## src/rtl/cbb_rr_arb_pkg.sv

```systemverilog
// Shared definitions for the round-robin arbiter: FSM state encoding and a
// constant-evaluable clog2 used for the index and hold-counter widths.
package cbb_rr_arb_pkg;

    typedef enum logic {
        ST_IDLE  = 1'b0,
        ST_GRANT = 1'b1
    } arb_state_e;

    function automatic int clog2(input int value);
        int result;
        result = 0;
        for (int i = 0; i < 31; i++) begin
            if ((1 << i) < value) begin
                result = i + 1;
            end
        end
        return result;
    endfunction

endpackage

```

## src/rtl/cbb_rr_arb_pick.sv

```systemverilog
// Round-robin pick: first set request at or above ptr, wrapping to 0.
// Works on a doubled vector {req, req masked to >= ptr} so one upward scan covers the wrap.
module cbb_rr_arb_pick
    import cbb_rr_arb_pkg::*;
#(
    parameter int NUM_REQ = 4,
    parameter int IDX_W   = 2
) (
    input  logic [NUM_REQ-1:0] req,
    input  logic [IDX_W-1:0]   ptr,
    output logic               found,
    output logic [IDX_W-1:0]   win_idx,
    output logic [NUM_REQ-1:0] win_onehot
);

    logic [NUM_REQ-1:0]   w_mask;
    logic [2*NUM_REQ-1:0] w_dbl;

    generate
        for (genvar gi = 0; gi < NUM_REQ; gi++) begin : g_mask
            assign w_mask[gi] = (32'(gi) >= 32'(ptr));
        end
    endgenerate

    assign w_dbl = {req, req & w_mask};

    // Scan downward so the lowest set bit is the last one written.
    always_comb begin
        found   = 1'b0;
        win_idx = '0;
        for (int i = 2 * NUM_REQ - 1; i >= 0; i--) begin
            if (w_dbl[i]) begin
                found   = 1'b1;
                win_idx = (i >= NUM_REQ) ? IDX_W'(i - NUM_REQ) : IDX_W'(i);
            end
        end
    end

    assign win_onehot = found ? (NUM_REQ'(1) << win_idx) : '0;

endmodule

```

## src/rtl/cbb_rr_arbiter.sv

```systemverilog
// Round-robin arbiter holding a registered grant until done_i or request withdrawal.
// Optional forced release after MAX_HOLD cycles when CBB_RR_ARB_HOLD_LIMIT_EN is defined.
module cbb_rr_arbiter
    import cbb_rr_arb_pkg::*;
#(
    parameter  int NUM_REQ  = 4,
    parameter  int MAX_HOLD = 16,
    localparam int IDX_W    = (clog2(NUM_REQ) < 1) ? 1 : clog2(NUM_REQ)
) (
    input  logic               clk,
    input  logic               rst,
    input  logic [NUM_REQ-1:0] req_i,
    input  logic               done_i,
    output logic [NUM_REQ-1:0] gnt_onehot_o,
    output logic [IDX_W-1:0]   gnt_idx_o,
    output logic               gnt_vld_o,
    output logic               timeout_o
);

    arb_state_e         r_state, w_state_next;
    logic [IDX_W-1:0]   r_ptr, w_ptr_next;
    logic [NUM_REQ-1:0] r_gnt_onehot, w_gnt_onehot_next;
    logic [IDX_W-1:0]   r_gnt_idx, w_gnt_idx_next;
    logic               r_gnt_vld, w_gnt_vld_next;
    logic               w_new_grant;
    logic               w_force;
    logic               w_release;
    logic [IDX_W-1:0]   w_ptr_rel;
    logic [IDX_W-1:0]   w_pick_ptr;
    logic [NUM_REQ-1:0] w_pick_req;
    logic               w_found;
    logic [IDX_W-1:0]   w_win_idx;
    logic [NUM_REQ-1:0] w_win_onehot;

    assign w_release = (r_state == ST_GRANT) && (done_i || !req_i[r_gnt_idx] || w_force);
    assign w_ptr_rel = (r_gnt_idx == IDX_W'(NUM_REQ - 1)) ? '0 : r_gnt_idx + 1'b1;

    // On release the holder is masked out so it cannot win the same cycle.
    assign w_pick_ptr = w_release ? w_ptr_rel : r_ptr;
    assign w_pick_req = w_release ? (req_i & ~r_gnt_onehot) : req_i;

    cbb_rr_arb_pick #(
        .NUM_REQ (NUM_REQ),
        .IDX_W   (IDX_W)
    ) u_pick (
        .req        (w_pick_req),
        .ptr        (w_pick_ptr),
        .found      (w_found),
        .win_idx    (w_win_idx),
        .win_onehot (w_win_onehot)
    );

    always_comb begin
        w_state_next      = r_state;
        w_ptr_next        = r_ptr;
        w_gnt_onehot_next = r_gnt_onehot;
        w_gnt_idx_next    = r_gnt_idx;
        w_gnt_vld_next    = r_gnt_vld;
        w_new_grant       = 1'b0;
        case (r_state)
            ST_IDLE: begin
                if (w_found) begin
                    w_state_next      = ST_GRANT;
                    w_gnt_onehot_next = w_win_onehot;
                    w_gnt_idx_next    = w_win_idx;
                    w_gnt_vld_next    = 1'b1;
                    w_new_grant       = 1'b1;
                end
            end
            ST_GRANT: begin
                if (w_release) begin
                    w_ptr_next = w_ptr_rel;
                    if (w_found) begin
                        w_gnt_onehot_next = w_win_onehot;
                        w_gnt_idx_next    = w_win_idx;
                        w_new_grant       = 1'b1;
                    end else begin
                        w_state_next      = ST_IDLE;
                        w_gnt_onehot_next = '0;
                        w_gnt_idx_next    = '0;
                        w_gnt_vld_next    = 1'b0;
                    end
                end
            end
            default: begin
                w_state_next = ST_IDLE;
            end
        endcase
    end

    always_ff @(posedge clk) begin
        if (rst) begin
            r_state      <= ST_IDLE;
            r_ptr        <= '0;
            r_gnt_onehot <= '0;
            r_gnt_idx    <= '0;
            r_gnt_vld    <= 1'b0;
        end else begin
            r_state      <= w_state_next;
            r_ptr        <= w_ptr_next;
            r_gnt_onehot <= w_gnt_onehot_next;
            r_gnt_idx    <= w_gnt_idx_next;
            r_gnt_vld    <= w_gnt_vld_next;
        end
    end

`ifdef CBB_RR_ARB_HOLD_LIMIT_EN
    localparam int CNT_W = clog2(MAX_HOLD + 1);

    logic [CNT_W-1:0] r_hold_cnt;
    logic             r_timeout;

    // Any other release cause wins, so a forced release never coincides with done_i.
    assign w_force = (r_state == ST_GRANT) && !done_i && req_i[r_gnt_idx]
                     && (r_hold_cnt == CNT_W'(MAX_HOLD - 1));

    always_ff @(posedge clk) begin
        if (rst) begin
            r_hold_cnt <= '0;
            r_timeout  <= 1'b0;
        end else begin
            r_timeout <= w_force;
            if (w_new_grant || r_state != ST_GRANT) begin
                r_hold_cnt <= '0;
            end else begin
                r_hold_cnt <= r_hold_cnt + 1'b1;
            end
        end
    end

    assign timeout_o = r_timeout;
`else
    logic w_unused_hold;

    assign w_force       = 1'b0;
    assign w_unused_hold = ^{32'(MAX_HOLD), w_new_grant};
    assign timeout_o     = 1'b0;
`endif

    assign gnt_onehot_o = r_gnt_onehot;
    assign gnt_idx_o    = r_gnt_idx;
    assign gnt_vld_o    = r_gnt_vld;

endmodule

```

## config.mk

```make
export PLATFORM = sky130hd
export DESIGN_NAME = cbb_rr_arbiter
export DESIGN_NICKNAME = d
export VERILOG_FILES = /design/src/rtl/cbb_rr_arb_pkg.sv /design/src/rtl/cbb_rr_arb_pick.sv /design/src/rtl/cbb_rr_arbiter.sv
export SDC_FILE = /design/constraint.sdc
export NUM_CORES = 1
export LEC_CHECK = 0
export ABC_CLOCK_PERIOD_IN_PS = 3120
export CORE_MARGIN = 3
export CORE_UTILIZATION = 50
export CTS_CLUSTER_SIZE = 30
export DETAILED_ROUTE_END_ITERATION = 8
export GPL_ROUTABILITY_DRIVEN = 0
export PLACE_DENSITY_LB_ADDON = 0.25
export SLEW_MARGIN = 0
export SYNTH_ARGS = -nofsm -noshare
export SYNTH_HDL_FRONTEND = slang
export SYNTH_SLANG_ARGS = --single-unit
```

## constraint.sdc

```tcl
create_clock -name clk -period 3.12 [get_ports clk]
set_input_delay 0.78 -clock clk [delete_from_list [all_inputs] [get_ports clk]]
set_output_delay 0.78 -clock clk [all_outputs]
set_load 0.01 [all_outputs]
```

-- Word-level counts from Yosys, hierarchy flattened
Index checks and enable logic that the tools add are counted.
- bits of input ports: 7
- logic and storage cells: 60
- register bits: 10
- output and inout bits: 8
- $add $sub $neg: 1
- muxes and demuxes: 36
- equal/unequal tests: 4
- shifts and indexed selects: 1
- bitwise logic cells: 4
- reductions and logical operators: 5
- $lt $le $gt $ge: 4
- operators with widths (cell ; number):
    $mux W2 ; 13
    $mux W4 ; 4
    $mux W1 ; 14
    $and A4 B4 Y4 ; 2
    $pmux W4 S2 ; 1
    $ge A1 B2 Y1 const A ; 2
    $ne A2 B1 Y1 const B ; 2
    $not A4 Y4 ; 1
    $pmux W1 S2 ; 2
    $pmux W2 S2 ; 1
    $shl A1 B2 Y4 const A ; 1
    $lt A2 B3 Y1 const B ; 1
    $reduce_and A3 Y1 ; 1
    $add A2 B1 Y2 const B ; 1
    $bmux W1 S2 ; 1
    $eq A2 B2 Y1 const B ; 1
    $ge A2 B2 Y1 const A ; 1
    $ne A2 B2 Y1 const B ; 1
    $reduce_and A2 Y1 ; 1
    $logic_and A1 B1 Y1 ; 1
    $logic_not A1 Y1 ; 1
    $logic_or A1 B1 Y1 ; 1
    $not A1 Y1 ; 1

-- Depth between registers and ports, before layout
- depth after elaboration: 18
- gate-level depth with buffers: 7
- depth with buffers taken out: 7

-- Cells and area by module
Synthesis repeated with hierarchy kept, for this count alone.
- cell total of the unflattened synthesis: 74
- area total of the unflattened synthesis: 663.1 sq um
- by module, submodules not included (module ; area each (sq um) ; instances ; cells an instance ; seq. area each (sq um)):
    cbb_rr_arbiter ; 494.2 ; 1 ; 47 ; 200.2
    cbb_rr_arb_pick ; 168.9 ; 1 ; 27 ; 0.0

-- Worst setup path before layout
OpenSTA, ideal clock, no wires.
- path kind: input-to-reg
- start point: input done_i
- end point: register r_gnt_onehot[0], in the netlist gnt_onehot_o[0]
- required time: 3.004 ns
- stages: 7
- setup slack: 0.731 ns
- arrival: 2.273 ns
- setup time: 0.116 ns
- path buffers: 0
- cell sequence: or2_1 o221ai_4 mux2i_2 o21ai_1 a21oi_1 o21ai_0 a41o_1
- longest elaborated chain between the ends: 15
- elaborated cells on any way between the ends: 32
- classes of those cells: order compare (3); eq/ne (2); shift (1); mux (22); bitwise (1); reduce/logical (3)
- RTL lines (what ; RTL line ; RTL):
    from (decl) ; cbb_rr_arbiter.sv:13 ; input logic done_i,
    $logic_or A1 B1 Y1 (*) ; cbb_rr_arbiter.sv:35 ; assign w_release = (r_state == ST_GRANT) && (done_i || !req_i[r_gnt_idx] || w_force);
    $logic_and A1 B1 Y1 (*) ; cbb_rr_arbiter.sv:35 ;
    $mux W4 ; cbb_rr_arbiter.sv:40 ; assign w_pick_req = w_release ? (req_i & ~r_gnt_onehot) : req_i;
    $mux W2 (8 in series) ; cbb_rr_arb_pick.sv:32 ; if (w_dbl[i]) begin
    $shl A1 B2 Y4 ; cbb_rr_arb_pick.sv:39 ; assign win_onehot = found ? (NUM_REQ'(1) << win_idx) : '0;
    $mux W4 ; cbb_rr_arbiter.sv:73 ; if (w_found) begin
    $mux W4 ; cbb_rr_arbiter.sv:71 ; if (w_release) begin
    $pmux W4 S2 ; cbb_rr_arbiter.sv:60 ; case (r_state)
    to (signal assigned) ; cbb_rr_arbiter.sv:101 ; r_gnt_onehot <= w_gnt_onehot_next;
    to (decl) ; cbb_rr_arbiter.sv:22 ; logic [NUM_REQ-1:0] r_gnt_onehot, w_gnt_onehot_next;
Every way passes the cells marked *; elsewhere a longest branch is shown, timed or not. The select of a mux whose other input is x is not followed.
A chain may end at the register's enable or synchronous reset.

-- Worst setup path after layout
- start point: input req_i[0]
- end point: register r_gnt_onehot[0], in the netlist gnt_onehot_o[0]
- longest elaborated chain between the ends: 18
- elaborated cells on any way between the ends: 36
- classes of those cells: order compare (3); eq/ne (2); shift (1); mux (24); bitwise (2); reduce/logical (4)
- RTL lines (what ; RTL line ; RTL):
    from (decl) ; cbb_rr_arbiter.sv:12 ; input logic [NUM_REQ-1:0] req_i,
    $bmux W1 S2 ; cbb_rr_arbiter.sv:35 ;
    $mux W1 (not written as such) ; cbb_rr_arbiter.sv:35 ;
    $logic_not A1 Y1 ; cbb_rr_arbiter.sv:35 ;
    $logic_or A1 B1 Y1 ; cbb_rr_arbiter.sv:35 ;
    $logic_and A1 B1 Y1 ; cbb_rr_arbiter.sv:35 ;
    $mux W4 ; cbb_rr_arbiter.sv:40 ;
    $mux W2 (8 in series) ; cbb_rr_arb_pick.sv:32 ;
    $shl A1 B2 Y4 ; cbb_rr_arb_pick.sv:39 ;
    $mux W4 ; cbb_rr_arbiter.sv:73 ;
    $mux W4 ; cbb_rr_arbiter.sv:71 ;
    $pmux W4 S2 ; cbb_rr_arbiter.sv:60 ;
Several ways; a longest one is shown, not always the timed one. The select of a mux whose other input is x is not followed.

==> metrics.txt <==
Initial Util=0.578; area delta synth->final=28.8%; register area share after synthesis=0.285; CTS Hold Bufs=0; vias in the first global route=roughly 600; data required time at the worst endpoint=about 3.3 ns; outcome=completed; Clk pin slew, worst setup/hold paths=roughly 0.070 ns; crit path DAT=roughly 3 ns; reg2reg path depth=7; # DRC=0; clk buf depth=2; Post-CTS Setup Repair Bufs=0; number of nets in the layout=between 100 and 150; Total Wirelength=1.65 mm; Avg Cell Area, Syn=between 8 and 9 um^2; root buf cell=clkbuf_4; placed cell areas=about 870 um^2; Leak=between 0.3 and 0.4 nW; Routed Antenna Nets=0; Sum Neg Setup Slack=0 ns; Final Hold Violating Endpoints=0; vias=approximately 680; flop2flop setup slack=roughly 0.85 ns; Critical Path Start Type=input pin; hold_sp=gnt_vld_o; Fmax=between 300 and 400 MHz; cell count after synthesis=between 80 and 90; I/O pins=15; worst r2r src=gnt_idx_o[0]; Worst VDD drop=about 0.31 mV; RSZ-0062 raised after global routing=no; grt ovf=0; YS warnings=0; Fill cells=between 90 and 100; Pre-antenna DRT Iters=5; port buffer count=13; hold path depth=2; Final Max Tran Viols=0; fin area=~910 um^2; post_cts resized=0; die width=roughly 44 um; Worst Hold Path EP=gnt_vld_o; die area=between 1500 and 2000 um^2; Clock Skew=roughly 0.00035 ns; Max-Cap Viols=0; CTS tree=done; Storage cell area=between 200 and 250 um^2; row count=12; CP Class=input pin to register; min Tclk post-route=2.78 ns; gr usage total=0.190; H-tree depth=1; first-pass GRT wire length=2.73 mm; Ant. Diodes=0; total core area=between 1000 and 1500 um^2; CP endpoint kind=register; post-synth cell types=32; initial DRC count=25; Clock Latency Late Sink=0.27 ns; detailed placement HPWL=~1.3 mm; Vias per Instance=slightly below 6; PD cells=between 500 and 600 nW/um^2; Die Height=43.5 um; CP Max Fanout=7; setup violators final=0; Yosys reg bits=10; TritonCTS Buffers=3; CTS Sinks=10; worst reg2reg endpoint=gnt_onehot_o[0]; largest net degree at the start of global routing=12; initial antenna violation count=0; Mapped Nets=89; Multi-input gate area=roughly 470 um^2; routed len/inst=between 10 and 15 um; ratio of cells with drive above 1 in the final layout=0.210; period utilisation layout=0.892; synthesized cell area=around 700 um^2; worst hold path class=register to register
-- Yosys cell counts --
library cell   n  area share
o31ai_1        1       0.011
o2bb2ai_1      1       0.012
o21ai_0        6       0.043
conb_1         1      0.0053
clkbuf_1       1      0.0053
o221ai_4       1       0.037
mux2_2         2       0.032
or2_1          1      0.0089
o21ai_1        2       0.014
o21a_1         1       0.011
and4_4         1       0.016
inv_1          4       0.021
a211oi_1       2       0.021
nor3_1         2       0.014
o22ai_2        1       0.018
mux2i_4        1       0.032
mux2i_2        3       0.059
nor2_1        11       0.059
o21ai_2        2       0.025
nand2_1        4       0.021
a22o_1         1       0.012
o21ai_4        1       0.023
mux2i_1        3       0.043
a41o_1         1       0.014
dfxtp_1       10        0.28
buf_4          2       0.021
o211ai_1       1       0.011
nand3b_1       1       0.011
or3b_1         1       0.012
ha_1           1       0.018
nand2b_1       3       0.027
a21oi_1        8       0.057
-- final cells by class --
cell class,instances,share of cell area
repair buffers,18,0.185
flip-flops and latches,10,0.221
inverters,4,0.0166
multi-input cells,64,0.518
well taps,14,0.0193
clock buffers,4,0.0401
-- sequential cells by signal (all words and copies together) (netlist names) --
register and count:
gnt_onehot_o 4, r_ptr 2, gnt_idx_o 2, gnt_vld_o 1
r_state 1
-- report_power, final --
group          internal (mW)  switching (mW)
combinational         0.0935           0.100
clock                 0.0709          0.0467
sequential             0.144          0.0167
total                  0.309           0.164
-- cell usage in the layout, fill, tap and decap left out --
cell type         n
nand2b_1          3
ha_1              1
clkbuf_4          3
a41o_1            1
buf_4             5
mux2_2            2
a211oi_1          2
o21ai_0           6
o21ai_4           1
mux2i_4           1
o22ai_2           1
or3b_1            1
o31ai_1           1
o2bb2ai_1         1
a21oi_1           8
o21ai_2           2
nand3b_1          1
nand2_1           4
conb_1            1
nor2_1           11
dfxtp_1          10
mux2i_1           3
and4_4            1
o211ai_1          1
inv_1             4
nor3_1            2
o21a_1            1
mux2i_2           3
o21ai_1           2
or2_1             1
a22o_1            1
o221ai_4          1
clkbuf_8          1
clkdlybuf4s50_1  13
-- kinds of logic after synthesis --
kind of cell | after synthesis | synth area share
adder cells (fa/ha/maj) | 1 | 0.0178
multiplexers | 9 | 0.165
AND/OR/NAND/NOR | 24 | 0.169
flip-flops | 10 | 0.285
AO/OA/AOI/OAI | 29 | 0.310
buffers and inverters | 7 | 0.0480
other | 1 | 0.00533
-- per-stage QoR --
| step | hold WS, ns | power [mW] | setup slack [ns] | util | instances |
|---|---|---|---|---|---|
| 3_5_place_dp | 0.480 | 0.354 | 0.154 | 0.715 | 110 |
| 3_3_place_gp | 0.470 | 0.349 | 0.232 | 0.715 | 110 |
| 5_1_grt | 0.514 | 0.499 | 0.222 | 0.745 | 114 |
| 6_report | 0.487 | 0.473 | 0.338 | 0.745 | 114 |
| 4_1_cts | 0.491 | 0.471 | 0.404 | 0.745 | 114 |
| 2_1_floorplan | 0.501 | 0.289 | 0.731 | - | 81 |
-- routing by layer --
metal,vias to the layer above,share of wire,global-route usage
met1,305,0.45,0.253
met3,2,0.067,0.0290
met2,35,0.47,0.316
met5,-,0,0
met4,0,0.010,0.0542
li1,333,-,-
-- worst max-delay path by stage --
stage / start / endpoint / slack [ns] / cells past startpoint
floorplan: done_i / gnt_onehot_o[0] / 0.73 / 7
global route: req_i[0] / gnt_onehot_o[0] / 0.22 / 8
global placement: req_i[0] / gnt_onehot_o[1] / 0.23 / 9
finish: req_i[0] / gnt_onehot_o[0] / 0.34 / 8
detailed placement: req_i[0] / gnt_onehot_o[0] / 0.15 / 8
CTS: req_i[0] / gnt_onehot_o[0] / 0.40 / 8
-- critical path, cell delays in order --
cell             delay, ns
clkdlybuf4s50_1       0.55
mux2i_2               0.14
o221ai_4              0.35
mux2i_2               0.40
o21ai_1               0.14
a21oi_1               0.22
o21ai_0               0.14
a41o_1                0.24
Note: power is estimated with default switching activity, not from simulation.
